[config.mk]
export PLATFORM = sky130hd
export DESIGN_NAME = fifo_flagged
export DESIGN_NICKNAME = d
export VERILOG_FILES = /design/src/rtl/fifo_flagged.sv
export SDC_FILE = /design/constraint.sdc
export NUM_CORES = 1
export LEC_CHECK = 0
export CAP_MARGIN = 10
export CORE_MARGIN = 2
export CORE_UTILIZATION = 45
export DETAILED_ROUTE_END_ITERATION = 12
export HOLD_SLACK_MARGIN = 0.03
export PLACE_DENSITY = 0.64
export SLEW_MARGIN = 20
export SYNTH_ARGS = -nofsm -noshare
export SYNTH_HDL_FRONTEND = slang
export SYNTH_SLANG_ARGS = --single-unit
[constraint.sdc]
create_clock -name clk_in -period 4.9 [get_ports clk_in]
set_input_delay 0.49 -clock clk_in [delete_from_list [all_inputs] [get_ports clk_in]]
set_output_delay 0.49 -clock clk_in [all_outputs]
set_load 0.02 [all_outputs]
[src/rtl/fifo_flagged.sv]
// rtl/fifo_flagged.sv - synchronous FIFO with count, threshold flags, error pulses and selectable read mode
module fifo_flagged #(
  parameter int DATA_WIDTH = 32,
  parameter int DEPTH      = 8,
  parameter int FWFT       = 0,
  parameter int AF_THRESH  = DEPTH - 2,
  parameter int AE_THRESH  = 1
) (
  input  logic                           clk_in,
  input  logic                           rst_in,
  input  logic                           enq_in,
  input  logic [DATA_WIDTH-1:0]          enq_data_in,
  input  logic                           deq_in,
  output logic [DATA_WIDTH-1:0]          data_out,
  output logic                           valid_out,
  output logic                           full_out,
  output logic                           empty_out,
  output logic                           almost_full_out,
  output logic                           almost_empty_out,
  output logic [$clog2(DEPTH+1)-1:0]     count_out,
  output logic                           overflow_out,
  output logic                           underflow_out
);

  localparam int CW = $clog2(DEPTH + 1);
  localparam int PW = (DEPTH > 1) ? $clog2(DEPTH) : 1;

  logic [DATA_WIDTH-1:0] mem [DEPTH];
  logic [PW-1:0]         rd_ptr;
  logic [PW-1:0]         wr_ptr;
  logic [CW-1:0]         count;
  logic                  enq_ok;
  logic                  deq_ok;

  // Pointers wrap explicitly so non-power-of-two depths work.
  function automatic logic [PW-1:0] ptr_inc(input logic [PW-1:0] p);
    return (p == PW'(DEPTH - 1)) ? '0 : p + PW'(1);
  endfunction

  // Flags come from the count register only, never from this cycle's requests.
  assign full_out         = (count == CW'(DEPTH));
  assign empty_out        = (count == '0);
  assign almost_full_out  = (count >= CW'(AF_THRESH));
  assign almost_empty_out = (count <= CW'(AE_THRESH));
  assign count_out        = count;

  // No bypass: a full FIFO refuses writes and an empty one refuses reads,
  // regardless of what the other side does in the same cycle.
  assign enq_ok = enq_in && !full_out;
  assign deq_ok = deq_in && !empty_out;

  // Pointer, occupancy and error-pulse state.
  always_ff @(posedge clk_in) begin
    if (rst_in) begin
      rd_ptr        <= '0;
      wr_ptr        <= '0;
      count         <= '0;
      overflow_out  <= 1'b0;
      underflow_out <= 1'b0;
    end else begin
      overflow_out  <= enq_in && full_out;
      underflow_out <= deq_in && empty_out;
      if (enq_ok) wr_ptr <= ptr_inc(wr_ptr);
      if (deq_ok) rd_ptr <= ptr_inc(rd_ptr);
      case ({enq_ok, deq_ok})
        2'b10:   count <= count + CW'(1);
        2'b01:   count <= count - CW'(1);
        default: count <= count;
      endcase
    end
  end

  // Storage array; contents are don't-care after reset so it is not cleared.
  always_ff @(posedge clk_in) begin
    if (!rst_in && enq_ok) mem[wr_ptr] <= enq_data_in;
  end

  generate
    if (FWFT != 0) begin : g_fwft
      assign data_out  = mem[rd_ptr];
      assign valid_out = !empty_out;
    end else begin : g_reg
      logic [DATA_WIDTH-1:0] rd_data;
      logic                  rd_valid;

      // Registered read: capture the head on an accepted pop, hold it otherwise.
      always_ff @(posedge clk_in) begin
        if (rst_in) begin
          rd_data  <= '0;
          rd_valid <= 1'b0;
        end else begin
          rd_valid <= deq_ok;
          if (deq_ok) rd_data <= mem[rd_ptr];
        end
      end

      assign data_out  = rd_data;
      assign valid_out = rd_valid;
    end
  endgenerate

endmodule

==> results of run 1 <==
[power by group]
part | switching (mW) | leakage (nW) | internal, mW
logic | 0.795 | 1.24 | 0.670
registers | 0.172 | 2.68 | 2.94
clock network | 0.889 | 0.458 | 1.28
total | 1.86 | 4.38 | 4.89
[state kept, by name (all words and copies together), names as in the netlist]
register and cells:
count_out 4, data_out 32, mem 256, overflow_out 1, rd_ptr 3, underflow_out 1
valid_out 1, wr_ptr 3
[cells by family after synthesis]
logic type               synth area share (%)
flip-flops                               73.0
multiplexers                             11.0
AND/OR/NAND/NOR                          6.14
AO/OA/AOI/OAI                            5.96
buffers and inverters                    2.77
adder cells (fa/ha/maj)                 0.957
XOR/XNOR                                0.223
[synth_stat cells, types with 3 or more instances]
library cell,number
edfxtp_1,256
mux2i_1,129
a22oi_1,64
dfxtp_1,45
nor2_1,40
a21oi_1,39
nor3_2,33
buf_2,13
buf_6,11
clkbuf_1,11
nand2_1,11
ha_1,9
nor2_2,7
nand2b_1,5
buf_8,4
inv_1,3
or3_1,3
[layer usage]
layer  vias to the layer above  track usage (%)  routed length, um
met4                         0             4.05                472
met5                         -                0                  0
met1                      3051             20.9               9860
met3                        40             2.49                812
li1                       2886                -                  -
met2                       122             29.0              11400
[critical path: cells and delay by family, from the launching register on]
kind / cells / cell delay [ps]
xor+xnor: 1 / 120
simple gates: 4 / 1020
compound gates: 1 / 170
fa+ha+maj: 2 / 620
flops: 1 / 460
buf+inv: 2 / 570
[layout by cell type (no fill, tap or decap), types with 7 or more instances in the layout]
master,n
edfxtp_1,256
mux2i_1,129
clkdlybuf4s50_1,77
a22oi_1,64
dfxtp_1,44
a21oi_1,39
nor2_1,33
nor3_2,33
clkbuf_16,30
nand2_1,11
ha_1,9
nor2_4,7
nor2_2,7
[through the flow]
stage | setup WS, ps | utilization (%) | hold WS [ps]
final | 1790 | 53.6 | 289
after global routing | 1550 | 53.6 | 281
after CTS | 1760 | 53.4 | 272
after detailed placement | 1750 | 49.7 | 511
after global placement | 1790 | 49.5 | 492
after floorplan | 895 | - | 475
[worst min-delay path by stage]
| stage | startpoint | end | depth (start not counted) |
|---|---|---|---|
| final | rst_in | overflow_out$_SDFF_PP0_ | 3 |
| after global routing | rst_in | overflow_out$_SDFF_PP0_ | 3 |
| after CTS | rst_in | overflow_out$_SDFF_PP0_ | 3 |
| after detailed placement | wr_ptr[0]$_SDFFE_PP0P_ | wr_ptr[0]$_SDFFE_PP0P_ | 2 |
| after global placement | wr_ptr[0]$_SDFFE_PP0P_ | wr_ptr[0]$_SDFFE_PP0P_ | 2 |
| after floorplan | wr_ptr[0]$_SDFFE_PP0P_ | wr_ptr[0]$_SDFFE_PP0P_ | 2 |
[cell type report]
cell class              count  area [um^2]  area share, %
clock buffers              36          783           5.66
clock inverters            17          158           1.14
inverters                   5         21.3          0.154
multi-input cells         360         2940           21.2
flip-flops and latches    301         8590           62.0
well taps                 335          419           3.03
repair buffers             86          941           6.79
==> results_dict.tcl, run 1 <==
set metrics [dict create \
    dieArea_um2 27500 \
    endpoint "count_out[3]$_SDFFE_PP0P_" \
    setup_viol 0 \
    port_buffers 78 \
    crit_chain "inv_1 -> ha_1 -> or3b_4 -> nand2_8 -> inv_4 -> ha_1 -> or4b_1 -> a21oi_2 -> xnor2_1 -> nor2_1" \
    root_buffer "clkbuf_16" \
    die_y_um 166 \
    drc 0 \
    worstReg2RegStart "count_out[0]$_SDFFE_PP0P_" \
    ys_ff_latch 301 \
    coreArea_um2 25800 \
    required_ps 5300 \
    period_minus_slack_ps 3110 \
    fin_area_um2 13800 \
    cts_setup_buffers 0 \
    area_growth_syn_to_layout_pct 17.7 \
    start_util_pct 45.6 \
    maxSlewViolCount 0 \
    postRouteAntennaNets 0 \
    synth.top_cell.area_share_pct 65.3 \
    skew_ps 12.2 \
    antenna_found_initial 0 \
    p_per_area_nw_per_um2 487 \
    grt_start_max_net_pins 73 \
    syn_inst 707 \
    synth_edf_count 256 \
    rsz0062_at_grt "no" \
    start_kind "flop" \
    synth.avg_cell_area_um2 16.6 \
    worstSetupEndpointType "flop" \
    relSlewSlack_pct 27.2 \
    synth_top_area_cell "edfxtp_1" \
    post_drt_wl_per_cell_um 19.8 \
    worstReg2RegEnd "count_out[3]$_SDFFE_PP0P_" \
    cts_made_buffers 29 \
    syn_area_um2 11800 \
    clk_path_buf_depth 3 \
    hpwl_mm 12.8 \
    tns_ps 0 \
    clock_sinks 301 \
    h-tree-depth 1 \
    pin_count 79 \
    vias 6099 \
    critPathMostFrequentCell "ha_1" \
    grt_pass1_vias 6427 \
    cts_resized 0 \
    clock_latency_ps 530 \
    synth_nets 752 \
    yosysUniqueCellTypes 35 \
    max_stage_delay_ps 480 \
    tritoncts "done" \
    fp.dieW_um 166 \
    drv_cap 0 \
    outcome "finished clean" \
    place_area_um2 12900 \
    peakVddDrop_mv 0.346 \
    drt-total-wl_mm 22.6 \
    slowest_stage "or4b_1" \
    first_iter_violations 415 \
    cp.arrival_ps 3510 \
    drive_above_1_share_pct 13.5 \
    place_inst 1085 \
    power_leakage_nw 4.38 \
    synth-seq-area-share_pct 73.0 \
    path_class "flop to flop" \
    ys_warn_count 0 \
    path_clk_slew_ps 60 \
    cp_max_fo 37 \
    grt-ovfl-total 0 \
    r2r_cells 10 \
    hp-class "input port to flop" \
    max_freq_mhz 321 \
    hold_violations 0 \
    gp_congestion 0.716 \
    ctsHoldBuffers 0 \
    synthTopCellsByArea "edfxtp_1 65%, mux2i_1 11%, dfxtp_1 7.7%" \
    power_mw 6.75 \
    fillerInstances 2060 \
    rows 59 \
    crit_path_start "count_out[0]$_SDFFE_PP0P_" \
    dr.pass1.iters 5 \
    vias_per_cell 5.35 \
    min_period_over_period_pct 63.5 \
    track_usage_pct 16.2 \
    grt_pass1_wl_mm 35.3 \
    r2r_slack_ps 1790 \
    synthArstFlopShare_pct 0 \
    nets 828 \
    antenna-diode-count 0 \
    tightest_slew_ps 1090 \
    ys.flop_type "edfxtp_1" \
    layout.cells.non_filler 1140 \
]
Power figures use the tool's default switching activity.
==> run 2: changes to the inputs <==
--- a/config.mk
+++ b/config.mk
@@ -10,7 +10,7 @@
 export CORE_UTILIZATION = 45
 export DETAILED_ROUTE_END_ITERATION = 12
 export HOLD_SLACK_MARGIN = 0.03
-export PLACE_DENSITY = 0.64
+export PLACE_DENSITY = 0.66
 export SLEW_MARGIN = 20
 export SYNTH_ARGS = -nofsm -noshare
 export SYNTH_HDL_FRONTEND = slang
==> constraint.sdc (replaced) <==
create_clock -name clk_in -period 2.6 [get_ports clk_in]
set_input_delay 0.26 -clock clk_in [delete_from_list [all_inputs] [get_ports clk_in]]
set_output_delay 0.26 -clock clk_in [all_outputs]
set_load 0.02 [all_outputs]
==> results_dict.tcl, run 2 (synthesized netlist as in run 1, its figures left out) <==
set metrics [dict create \
    setup_viol 0 \
    worstReg2RegEnd "count_out[3]$_SDFFE_PP0P_" \
    required_ps 2340 \
    vias_per_cell 5.36 \
    post_drt_wl_per_cell_um 19.2 \
    start_util_pct 45.6 \
    path_class "flop to primary output" \
    p_per_area_nw_per_um2 918 \
    start_kind "flop" \
    grt_pass1_wl_mm 35.3 \
    worstSetupEndpointType "primary output" \
    area_growth_syn_to_layout_pct 19.1 \
    final_core_util_pct 54.3 \
    gp_congestion 0.755 \
    hold_violations 0 \
    die_y_um 166 \
    vias 6209 \
    dieArea_um2 27500 \
    drv_cap 0 \
    power_mw 12.9 \
    max_freq_mhz 405 \
    tritoncts "done" \
    nets 844 \
    root_buffer "clkbuf_16" \
    maxSlewViolCount 0 \
    tns_ps 0 \
    outcome "finished clean" \
    period_minus_slack_ps 2470 \
    clock_sinks 301 \
    path_clk_slew_ps 60 \
    worstReg2RegStart "count_out[1]$_SDFFE_PP0P_" \
    skew_ps 22.7 \
    h-tree-depth 1 \
    top_register "mem" \
    track_usage_pct 16.2 \
    drive_above_1_share_pct 15.8 \
    largest_reg_flops 256 \
    dr.pass1.iters 4 \
    cts_made_buffers 30 \
    postRouteAntennaNets 0 \
    peakVddDrop_mv 0.532 \
    antenna_found_initial 1 \
    grt-ovfl-total 0 \
    final_common_cell "edfxtp_1" \
    min_to "overflow_out$_SDFF_PP0_" \
    clock_latency_ps 540 \
    pin_count 79 \
    clk_path_buf_depth 3 \
    grt_pass1_vias 6460 \
    hp-class "input port to flop" \
    cp.arrival_ps 2210 \
    place_area_um2 13000 \
    cp_max_fo 7 \
    coreArea_um2 25800 \
    hpwl_mm 13.0 \
    cts_setup_buffers 0 \
    fin_area_um2 14000 \
    fp.dieW_um 166 \
    grt_start_max_net_pins 45 \
    rsz0062_at_grt "no" \
    drc 0 \
    r2r_cells 9 \
    final_cell_mix "256 x edfxtp_1, 129 x mux2i_1, 76 x clkdlybuf4s50_1, 64 x a22oi_1, 42 x dfxtp_1" \
    first_iter_violations 374 \
    tightest_slew_ps 732 \
    r2r_slack_ps 180 \
    power_leakage_nw 4.49 \
    port_buffers 78 \
    hold_path_depth 3 \
    holdCritStartpoint "rst_in" \
    relSlewSlack_pct 51.2 \
    drt-total-wl_mm 22.3 \
    rows 59 \
    min_period_over_period_pct 94.9 \
]
run 2: cell types whose count changed in the layout (fill, tap and decap cells not counted), moves of 2 or more:
cell	before	now
buf_12	2	10
buf_16	4	0
buf_4	2	13
clkbuf_8	1	4
clkinv_1	6	4
clkinv_2	6	9
clkinvlp_4	2	0
dfxtp_1	44	42
dfxtp_4	1	3
nor2b_2	0	2
nor2b_4	2	0
run 2: worst max path at each step:
stage	startpoint	slack [ps]	depth (start not counted)	to
finish	count_out[1]$_SDFFE_PP0P_	130	5	full_out
floorplan	count_out[0]$_SDFFE_PP0P_	-3	6	mem[2][0]$_DFFE_PP_
detailed placement	count_out[1]$_SDFFE_PP0P_	250	9	count_out[3]$_SDFFE_PP0P_
CTS	count_out[1]$_SDFFE_PP0P_	120	5	full_out
global route	count_out[1]$_SDFFE_PP0P_	40	9	count_out[3]$_SDFFE_PP0P_
global placement	count_out[1]$_SDFFE_PP0P_	390	9	count_out[3]$_SDFFE_PP0P_
run 2: layer usage:
metal	share of wire, %	GRT usage [%]	vias to the layer above
met5	0	0	-
met4	1.8	4.39	0
met3	5.0	3.11	37
met2	50	28.4	141
met1	43	20.8	3107
li1	-	-	2924
run 2: through the flow:
step | hold slack (ps) | setup slack, ps | std cells
2_1_floorplan | 359 | -3.00 | 707
3_3_place_gp | 496 | 390 | 1102
3_5_place_dp | 509 | 247 | 1102
4_1_cts | 59.7 | 120 | 1158
5_1_grt | 80.0 | 44.9 | 1158
6_report | 71.9 | 134 | 1159
run 2: final cells by class:
cell class / count / area (um^2)
Antenna cell: 1 / 2.50
Clock buffer: 40 / 850
Clock inverter: 16 / 129
Fill cell: 2039 / 11800
Inverter: 5 / 21.3
Multi-Input combinational cell: 360 / 2930
Sequential cell: 301 / 8600
Tap cell: 335 / 419
Timing Repair Buffer: 101 / 1070
run 2: power breakdown:
group	internal [mW]	switching (mW)
Sequential	5.54	0.247
Combinational	1.30	1.60
Clock	2.48	1.69
Total	9.33	3.54
run 2: critical path: stages, from the launching register on:
cell	delay, ps
dfxtp_4	360
inv_1	110
ha_1	220
nand3b_1	220
inv_2	120
clkdlybuf4s50_1	620
run 2: what timing repair did:
action / in CTS / in global routing
hold endpoints to repair: 0 / 0
setup endpoints to repair: 1 / 0
hold buffers: 0 / 0
gates resized for setup: 1 / 0
==> run 3: changes to the inputs <==
--- a/config.mk
+++ b/config.mk
@@ -11,6 +11,7 @@
 export DETAILED_ROUTE_END_ITERATION = 12
 export HOLD_SLACK_MARGIN = 0.03
 export PLACE_DENSITY = 0.66
+export SKIP_CTS_REPAIR_TIMING = 1
 export SLEW_MARGIN = 20
 export SYNTH_ARGS = -nofsm -noshare
 export SYNTH_HDL_FRONTEND = slang
==> results_dict.tcl, run 3 (synthesized netlist as in run 1, its figures left out) <==
set metrics [dict create \
    drc 0 \
    path_class "flop to primary output" \
    final_common_cell "edfxtp_1" \
    power_mw 12.9 \
    top_register "mem" \
    relSlewSlack_pct 51.2 \
    holdCritStartpoint "rst_in" \
    required_ps 2340 \
    h-tree-depth 1 \
    cp_max_fo 7 \
    r2r_cells 9 \
    final_cell_mix "256 x edfxtp_1, 129 x mux2i_1, 76 x clkdlybuf4s50_1, 64 x a22oi_1, 42 x dfxtp_1" \
    largest_reg_flops 256 \
    drv_cap 0 \
    area_growth_syn_to_layout_pct 19.1 \
    start_kind "flop" \
    layout.cells.non_filler 1159 \
    vias_per_cell 5.36 \
    maxSlewViolCount 0 \
    power_leakage_nw 4.49 \
    first_iter_violations 374 \
    crit_path_start "count_out[1]$_SDFFE_PP0P_" \
    gp_congestion 0.755 \
    start_util_pct 45.6 \
    pin_count 79 \
    drive_above_1_share_pct 15.8 \
    clock_latency_ps 540 \
    place_inst 1102 \
    nets 844 \
    die_y_um 166 \
    fp.dieW_um 166 \
    endpoint "full_out" \
    worstReg2RegStart "count_out[1]$_SDFFE_PP0P_" \
    min_period_over_period_pct 94.9 \
    hold_violations 0 \
    root_buffer "clkbuf_16" \
    place_area_um2 13000 \
    dr.pass1.iters 4 \
    rsz0062_at_grt "no" \
    worstReg2RegEnd "count_out[3]$_SDFFE_PP0P_" \
    grt_start_max_net_pins 45 \
    skew_ps 22.7 \
    grt_pass1_vias 6454 \
    drt-total-wl_mm 22.3 \
    peakVddDrop_mv 0.532 \
    hpwl_mm 13.0 \
    hp-class "input port to flop" \
    clock_sinks 301 \
    worstSetupEndpointType "primary output" \
    port_buffers 78 \
    tns_ps 0 \
    period_minus_slack_ps 2470 \
    coreArea_um2 25800 \
    whs_ps 71.9 \
    path_clk_slew_ps 60 \
    r2r_slack_ps 180 \
    tritoncts "done" \
    clk_path_buf_depth 3 \
    fin_area_um2 14000 \
    vias 6209 \
    p_per_area_nw_per_um2 918 \
    tightest_slew_ps 732 \
    track_usage_pct 16.2 \
    cts_made_buffers 30 \
    grt-ovfl-total 0 \
    max_freq_mhz 405 \
    setup_viol 0 \
    rows 59 \
    grt_pass1_wl_mm 35.3 \
    post_drt_wl_per_cell_um 19.2 \
    cp.arrival_ps 2210 \
    dieArea_um2 27500 \
    outcome "finished clean" \
    antenna_found_initial 1 \
    postRouteAntennaNets 0 \
]
## run 3: cell types whose count changed in the layout (fill, tap and decap cells not counted)
cell / delta
dlygate4sd2_1: -1
dlymetal6s2s_1: +1
## run 3: how the worst min path moves through the flow
stage,to,slack [ps],depth (start not counted)
after CTS,overflow_out$_SDFF_PP0_,60,3
after global placement,wr_ptr[0]$_SDFFE_PP0P_,500,2
after detailed placement,data_out[8]$_SDFFE_PP0P_,510,2
after global routing,overflow_out$_SDFF_PP0_,80,3
final,overflow_out$_SDFF_PP0_,70,3
after floorplan,mem[0][0]$_DFFE_PP_,360,0
## run 3: worst max-delay path: stages, from the launching register on
cell and delay [ps]:
dfxtp_4 360, inv_1 110, ha_1 220, nand3b_1 220, inv_2 120, clkdlybuf4s50_1 620
## run 3: cell type report
cell class                      count  area (um^2)
Clock inverter                     16          129
Multi-Input combinational cell    360         2930
Antenna cell                        1         2.50
Tap cell                          335          419
Fill cell                        2037        11800
Inverter                            5         21.3
Clock buffer                       40          850
Timing Repair Buffer              101         1080
Sequential cell                   301         8600
## run 3: where the power goes
group | switching (mW) | total [mW] | internal [mW]
clock network | 1.69 | 4.18 | 2.48
registers | 0.247 | 5.79 | 5.54
logic | 1.60 | 2.91 | 1.31
## run 3: per-stage QoR
step                util [%]  setup slack [ps]
floorplan                  -             -3.00
global placement        50.5               390
detailed placement      50.5               247
CTS                     54.3             -55.1
global route            54.3              44.9
finish                  54.3               133
## run 3: routing by layer
metal	wire length, um	track usage [%]	share of wire (%)
met4	403	4.39	1.8
met5	0	0	0
met3	1110	3.11	5.0
met2	11100	28.4	50
met1	9670	20.8	43
